`config.mk`:
```
export PLATFORM = sky130hd
export DESIGN_NAME = route_demux2_32
export DESIGN_NICKNAME = d
export VERILOG_FILES = /design/src/rtl/route_demux2_32.sv
export SDC_FILE = /design/constraint.sdc
export NUM_CORES = 1
export LEC_CHECK = 0
export CAP_MARGIN = 20
export CELL_PAD_IN_SITES_DETAIL_PLACEMENT = 0
export CELL_PAD_IN_SITES_GLOBAL_PLACEMENT = 1
export CORE_MARGIN = 4
export CORE_UTILIZATION = 36
export DETAILED_ROUTE_END_ITERATION = 6
export GPL_TIMING_DRIVEN = 0
export PLACE_DENSITY = 0.75
export SLEW_MARGIN = 5
export SYNTH_ARGS = -nofsm -noshare
export SYNTH_HDL_FRONTEND = slang
export SYNTH_SLANG_ARGS = --single-unit
```
`constraint.sdc`:
```
create_clock -name clk -period 3.68 [get_ports clk]
set_input_delay 1.104 -clock clk [delete_from_list [all_inputs] [get_ports clk]]
set_output_delay 1.104 -clock clk [all_outputs]
set_load 0.005 [all_outputs]
```
`src/rtl/route_demux2_32.sv`:
```
// Two-way demultiplexer: routes 32-bit words into one of two independent FIFO queues.
// Optional transfer counters are compiled in with the ROUTE_DEMUX2_32_CNT_EN macro.
module route_demux2_32 #(
  parameter int FIFO_DEPTH = 2
) (
  input  logic                          clk,
  input  logic                          rst_n,
  input  logic                          in_valid,
  output logic                          in_ready,
  input  logic                          in_sel,
  input  logic [31:0]                   in_data,
  output logic                          out0_valid,
  input  logic                          out0_ready,
  output logic [31:0]                   out0_data,
  output logic [$clog2(FIFO_DEPTH):0]   out0_level,
  output logic                          out1_valid,
  input  logic                          out1_ready,
  output logic [31:0]                   out1_data,
  output logic [$clog2(FIFO_DEPTH):0]   out1_level
`ifdef ROUTE_DEMUX2_32_CNT_EN
  ,
  input  logic                          cnt_clr,
  output logic [15:0]                   cnt0,
  output logic [15:0]                   cnt1
`endif
);

  localparam int PW = $clog2(FIFO_DEPTH);
  localparam int LW = PW + 1;

  logic [PW-1:0] wr_q  [2];
  logic [PW-1:0] wr_d  [2];
  logic [PW-1:0] rd_q  [2];
  logic [PW-1:0] rd_d  [2];
  logic [LW-1:0] lvl_q [2];
  logic [LW-1:0] lvl_d [2];
  logic [31:0]   mem_q [2][FIFO_DEPTH];

  logic [1:0] full;
  logic [1:0] vld;
  logic [1:0] push;
  logic [1:0] pop;
  logic [1:0] out_rdy;

  assign out_rdy = {out1_ready, out0_ready};

  always_comb begin
    for (int k = 0; k < 2; k++) begin
      full[k] = (lvl_q[k] == LW'(FIFO_DEPTH));
      vld[k]  = (lvl_q[k] != '0);
    end
  end

  // No full-bypass: a full queue refuses the push even if it pops this cycle.
  assign in_ready = rst_n & ~full[in_sel];

  always_comb begin
    for (int k = 0; k < 2; k++) begin
      push[k]  = in_valid & in_ready & (in_sel == 1'(k));
      pop[k]   = vld[k] & out_rdy[k] & rst_n;
      wr_d[k]  = push[k] ? wr_q[k] + PW'(1) : wr_q[k];
      rd_d[k]  = pop[k]  ? rd_q[k] + PW'(1) : rd_q[k];
      lvl_d[k] = lvl_q[k];
      case ({push[k], pop[k]})
        2'b10:   lvl_d[k] = lvl_q[k] + LW'(1);
        2'b01:   lvl_d[k] = lvl_q[k] - LW'(1);
        default: lvl_d[k] = lvl_q[k];
      endcase
    end
  end

  always_ff @(posedge clk) begin
    for (int k = 0; k < 2; k++) begin
      if (!rst_n) begin
        wr_q[k]  <= '0;
        rd_q[k]  <= '0;
        lvl_q[k] <= '0;
      end else begin
        wr_q[k]  <= wr_d[k];
        rd_q[k]  <= rd_d[k];
        lvl_q[k] <= lvl_d[k];
      end
    end
  end

  // Storage is not reset; outputs are masked by valid so stale entries never leak.
  always_ff @(posedge clk) begin
    for (int k = 0; k < 2; k++) begin
      if (push[k]) mem_q[k][wr_q[k]] <= in_data;
    end
  end

  assign out0_valid = vld[0];
  assign out1_valid = vld[1];
  assign out0_data  = vld[0] ? mem_q[0][rd_q[0]] : 32'h0;
  assign out1_data  = vld[1] ? mem_q[1][rd_q[1]] : 32'h0;
  assign out0_level = lvl_q[0];
  assign out1_level = lvl_q[1];

`ifdef ROUTE_DEMUX2_32_CNT_EN
  logic [15:0] cnt_q [2];

  // Clear wins over increment; counts saturate at all-ones.
  always_ff @(posedge clk) begin
    for (int k = 0; k < 2; k++) begin
      if (!rst_n || cnt_clr) begin
        cnt_q[k] <= '0;
      end else if (pop[k] && (cnt_q[k] != 16'hFFFF)) begin
        cnt_q[k] <= cnt_q[k] + 16'd1;
      end
    end
  end

  assign cnt0 = cnt_q[0];
  assign cnt1 = cnt_q[1];
`endif

endmodule

```
# ---- Word-level counts from Yosys, hierarchy flattened
# Memory sizes are Yosys's and may differ from the RTL's.
# Cells that the tools add are included.
dict set report totals {
  register_bits 0
  latchBits 0
  ramBits 136
  mem_bits_ro 0
  in_bits 38
  out_inout_bits 71
  wordCells 85
  mem_count 4
}
# name depth word_bits rd rd_clocked_by_memory_dff wr line_no
set mem_list {}
lappend mem_list {mem_q 2 64 2 0 1 37} ;# logic [31:0] mem_q [2][FIFO_DEPTH];
lappend mem_list {lvl_q 2 2 2 0 2 35} ;# logic [LW-1:0] lvl_q [2];
lappend mem_list {rd_q 2 1 2 0 2 33} ;# logic [PW-1:0] rd_q [2];
lappend mem_list {wr_q 2 1 2 0 2 31} ;# logic [PW-1:0] wr_q [2];
dict set report classes {
  n_addsub 8
  n_mul 0
  n_div 0
  n_lt_le_gt_ge 7
  n_eq_ne 6
  shift 0
  mux 35
  n_bitwise 20
  reduce_logical 5
}
# cell count
set ops {}
lappend ops {{$mux 32} 10}
lappend ops {{$mux 64} 4}
lappend ops {{$demux 32 s1} 2}
lappend ops {{$reduce_or 64->1} 1}
lappend ops {{$mux 1} 15}
lappend ops {{$and 1x1->1} 8}
lappend ops {{$eq 2x2->1 const B} 4}
lappend ops {{$ge 2x2->1 const B} 4}
lappend ops {{$not 1->2} 4}
lappend ops {{$pmux 2 s2} 2}
lappend ops {{$or 1x1->1} 6}
lappend ops {{$add 1x1->1 const B} 4}
lappend ops {{$add 2x1->2 const B} 2}
lappend ops {{$eq 2x1->1 const B} 2}
lappend ops {{$lt 2x1->1 const B} 2}
lappend ops {{$mux 2} 2}
lappend ops {{$reduce_bool 2->1} 2}
lappend ops {{$sub 2x1->2 const B} 2}
lappend ops {{$logic_and 1x1->1} 2}
lappend ops {{$lt 1x2->1 const B} 1}
lappend ops {{$not 1->1} 2}

# ---- Depth between registers and ports, before layout
dict set report logic_depth {
  ltp_word 11
  mapped_depth 7
  ltp_nobuf 7
}

# ---- Worst setup path after synthesis
# Ideal clock, no wire load.
dict set report synth_timing {
  path_type {input-to-reg}
  start {in in_valid}
  end {mem mem_q[0][100] (netlist bit), enable pin}
  setup_time_ns 0.421
  arrival_time_ns 2.616
  required_ns 3.259
  slack_ns 0.643
  cell_stages 2
  n_path_buf 0
  path_cell_list {nand4_1 -> nor2_1}
}
dict set report synth_via {
  elab_chain_len 6
  elab_cells_between_ends 10
  classes_between {6 x mux; 3 x bitwise; 1 x reduce/logical}
}
# item line_no
set synth_rtl {}
lappend synth_rtl {{from (decl)} 8} ;# input logic in_valid,
lappend synth_rtl {{$and 1x1->1 (*)} 59} ;# push[k] = in_valid & in_ready & (in_sel == 1'(k));
lappend synth_rtl {{$and 1x1->1} 59}
lappend synth_rtl {{$mux 1} 89} ;# if (push[k]) mem_q[k][wr_q[k]] <= in_data;
lappend synth_rtl {{$mux 64 (not written as such)} 89}
lappend synth_rtl {{$reduce_or 64->1 (no line)} -}
lappend synth_rtl {{$mux 1 (no line) / $mux 64 (equally long branches)} -}
lappend synth_rtl {{to (decl)} 37}
# Every way passes the cells marked *; elsewhere a longest branch is shown, timed or not.

# ---- Worst setup path in the final report
dict set report layout_timing {
  start {in in_sel}
  end {out in_ready}
}
dict set report layout_via {
  elab_chain_len 4
}
# item line_no
set layout_rtl {}
lappend layout_rtl {{from (decl)} 10} ;# input logic in_sel,
lappend layout_rtl {{$mux 1 (not written as such) (2 in series)} 55} ;# assign in_ready = rst_n & ~full[in_sel];
lappend layout_rtl {{$not 1->1} 55}
lappend layout_rtl {{$and 1x1->1} 55}
lappend layout_rtl {{to (decl)} 9} ;# output logic in_ready,
# No other way between the ends. The select of a mux whose other input is x is not followed.

==> results.ini <==
[run_status]
outcome = completed

[grt]
grt_max_degree = 33
grt_pass1_wl_um = 16700
grt-ovfl-total = 0
antenna_found_initial = 0
grt_pass1_vias = 3117
grtUsageTotal_pct = 13.7

[worst_setup_path]
worst-path-max-fanout = 5
critPathCaptureType = output port
worstPathArrival_ns = 2.34
crit_type = input pin to output port
worstPathRequired_ns = 2.58
r2r_slack_ns = 1.58
cp-start-kind = input pin

[route]
vias_per_cell = 4.62
wl_per_cell_um = 16.9
routed_wirelength_um = 10900
dr.pass1.iters = 5
vias = 2978
drtIter0Drc = 180
ant_nets = 0
drc = 0

[placed_design]
place_hpwl_um = 7500
portBuffers = 108
gp_congestion = 0.704

[power]
ir_drop_mv = 0.285
p_leak_nw = 2.46
power.density_mw_per_mm2 = 533

[floorplanning]
design.die.area_mm2 = 0.0167
die_x_um = 129
die_h_um = 129
core.rowCount = 43
io_pins = 109
core_area_mm2 = 0.0141
initial_core_util_pct = 37.4

[clocking]
htreeDepth = 4
postCtsSetupBuffers = 0
clkLatencyLatePin_ns = 0.41
cts_inserted_buffers = 17
root_buffer = clkbuf_16
path_clk_slew_ns = 0.06
cts_buffer_depth = 2
cts_tree = yes
cts.sinks = 136

[synthesis]
avgSynthCellArea_um2 = 16.4
synth_top_area_share_pct = 74.0
syn_inst = 322
ys_types = 23
ys_seq_area_share_pct = 76.3
ys_ff_latch = 136
syn_nets = 364
synthTopCellsByArea = edfxtp_1 (74%), mux2i_1 (12%), nor2_1 (4.8%)
yosys.area.top_type = edfxtp_1
syn-cell-area_mm2 = 0.00528
yosysWarnings = 0

[cells_and_area]
n_antenna_cell = 0
post-route-util_pct = 51.6
syn_to_final_growth_pct = 37.8
drive_above_1_share_pct = 10.8
layout.nets = 493

[sta]
worst_clock_skew_ns = 0.00564
rsz0062_at_grt = no
drv_slew = 0
tns_ns = 0
period_share_pct = 93.5
period_minus_slack_ns = 3.44
worst_slew_pin_slew_ns = 0.906
max_freq_mhz = 291
finalSetupViolations = 0
finalHoldViolCount = 0
slew_headroom_pct = 39.6

[flow_run]
maxCapViolations = 0

[min_path]
hp-class = flip-flop to flip-flop

==> flip-flops by register name, summed over array words and instances, names as in the netlist <==
signal,count
rd_q,2
lvl_q,4
wr_q,2
mem_q,128
==> routing by layer <==
layer  track usage (%)  part of all wire, %  routed length, µm
met1              16.8                   44               4780
met2              22.2                   50               5400
met3              4.91                  5.4                592
met4              5.13                  1.1                120
met5                 0                    0                  0
==> repair_timing <==
item | CTS | global route
gates resized for setup | 3 | 0
setup endpoints to repair | 1 | 0
hold buffers | 0 | 0
==> metrics by stage <==
step                setup slack, ns  instance area (µm²)  cells  hold WS [ns]  power, mW
floorplan                     0.643                 5280    322         0.508       1.95
global placement             -0.976                 6580    610         0.521       2.17
detailed placement           -0.171                 6660    612         0.542       2.18
CTS                           0.236                 7270    644         0.553       3.91
global route                  0.192                 7270    644         0.595       4.02
finish                        0.239                 7270    644         0.544       3.87
==> cell usage in the layout, fill, tap and decap left out, types with 3 or more instances in the layout <==
cell / n
clkbuf_16: 17
dfxtp_1: 6
o21ai_0: 3
inv_1: 5
clkdlybuf4s50_1: 107
edfxtp_1: 130
xnor2_1: 5
clkinvlp_4: 3
nor2_1: 66
buf_4: 6
nor2b_1: 3
and2_1: 3
clkinv_2: 3
bufinv_16: 4
buf_2: 8
mux2i_1: 64
nand2_1: 3
==> worst paths after layout <==
| kind | from | end | cells past startpoint |
|---|---|---|---|
| worst max-delay path | in_sel | in_ready | 4 |
| worst min-delay path | lvl_q[1][1] | lvl_q[1][1] | 2 |
| worst max register to register | lvl_q[0][1] | lvl_q[0][1] | 6 |
| worst min register to register | lvl_q[1][1] | lvl_q[1][1] | 2 |
==> layout make-up <==
cell class | count | area, µm²
fillers | 1192 | 6820
flip-flops and latches | 136 | 4020
multi-input cells | 166 | 1160
repair buffers | 110 | 1130
clock buffers | 19 | 433
well taps | 180 | 225
clock inverters | 13 | 179
plain buffers | 15 | 92.6
inverters | 5 | 18.8
==> Yosys cell counts (all sizes together) <==
master,n
a21boi,2
and2,3
and3,2
and4b,1
buf,14
clkbuf,1
dfxtp,6
edfxtp,130
ha,4
inv,5
mux2i,64
nand2,3
nand2b,2
nand3,1
nand3b,1
nand4,1
nor2,68
nor2b,3
o211a,1
o21ai,3
or3,2
xnor2,5
==> logic make-up after synthesis <==
family,Yosys count,synth area share (%)
DFF,136,76.3
and+or+nand+nor,87,7.02
muxes,64,12.1
buffers and inverters,20,2.04
AOI/OAI and AO/OA,6,0.759
xor gates and xnor gates,5,0.830
adders and majority gates,4,0.949
==> worst max-delay path, cell delays in order <==
cell             delay, ns
clkdlybuf4s50_1       0.48
nand3b_1              0.11
o211a_1               0.14
clkdlybuf4s50_1       0.50
==> power breakdown <==
| group | internal, mW | leakage (nW) | switching (mW) | total [mW] |
|---|---|---|---|---|
| registers | 1.74 | 1.23 | 0.0134 | 1.75 |
| logic | 0.209 | 0.942 | 0.179 | 0.388 |
| clock network | 1.13 | 0.290 | 0.607 | 1.73 |
| total | 3.08 | 2.46 | 0.799 | 3.87 |
No activity file was read; power rests on OpenSTA's default activity.
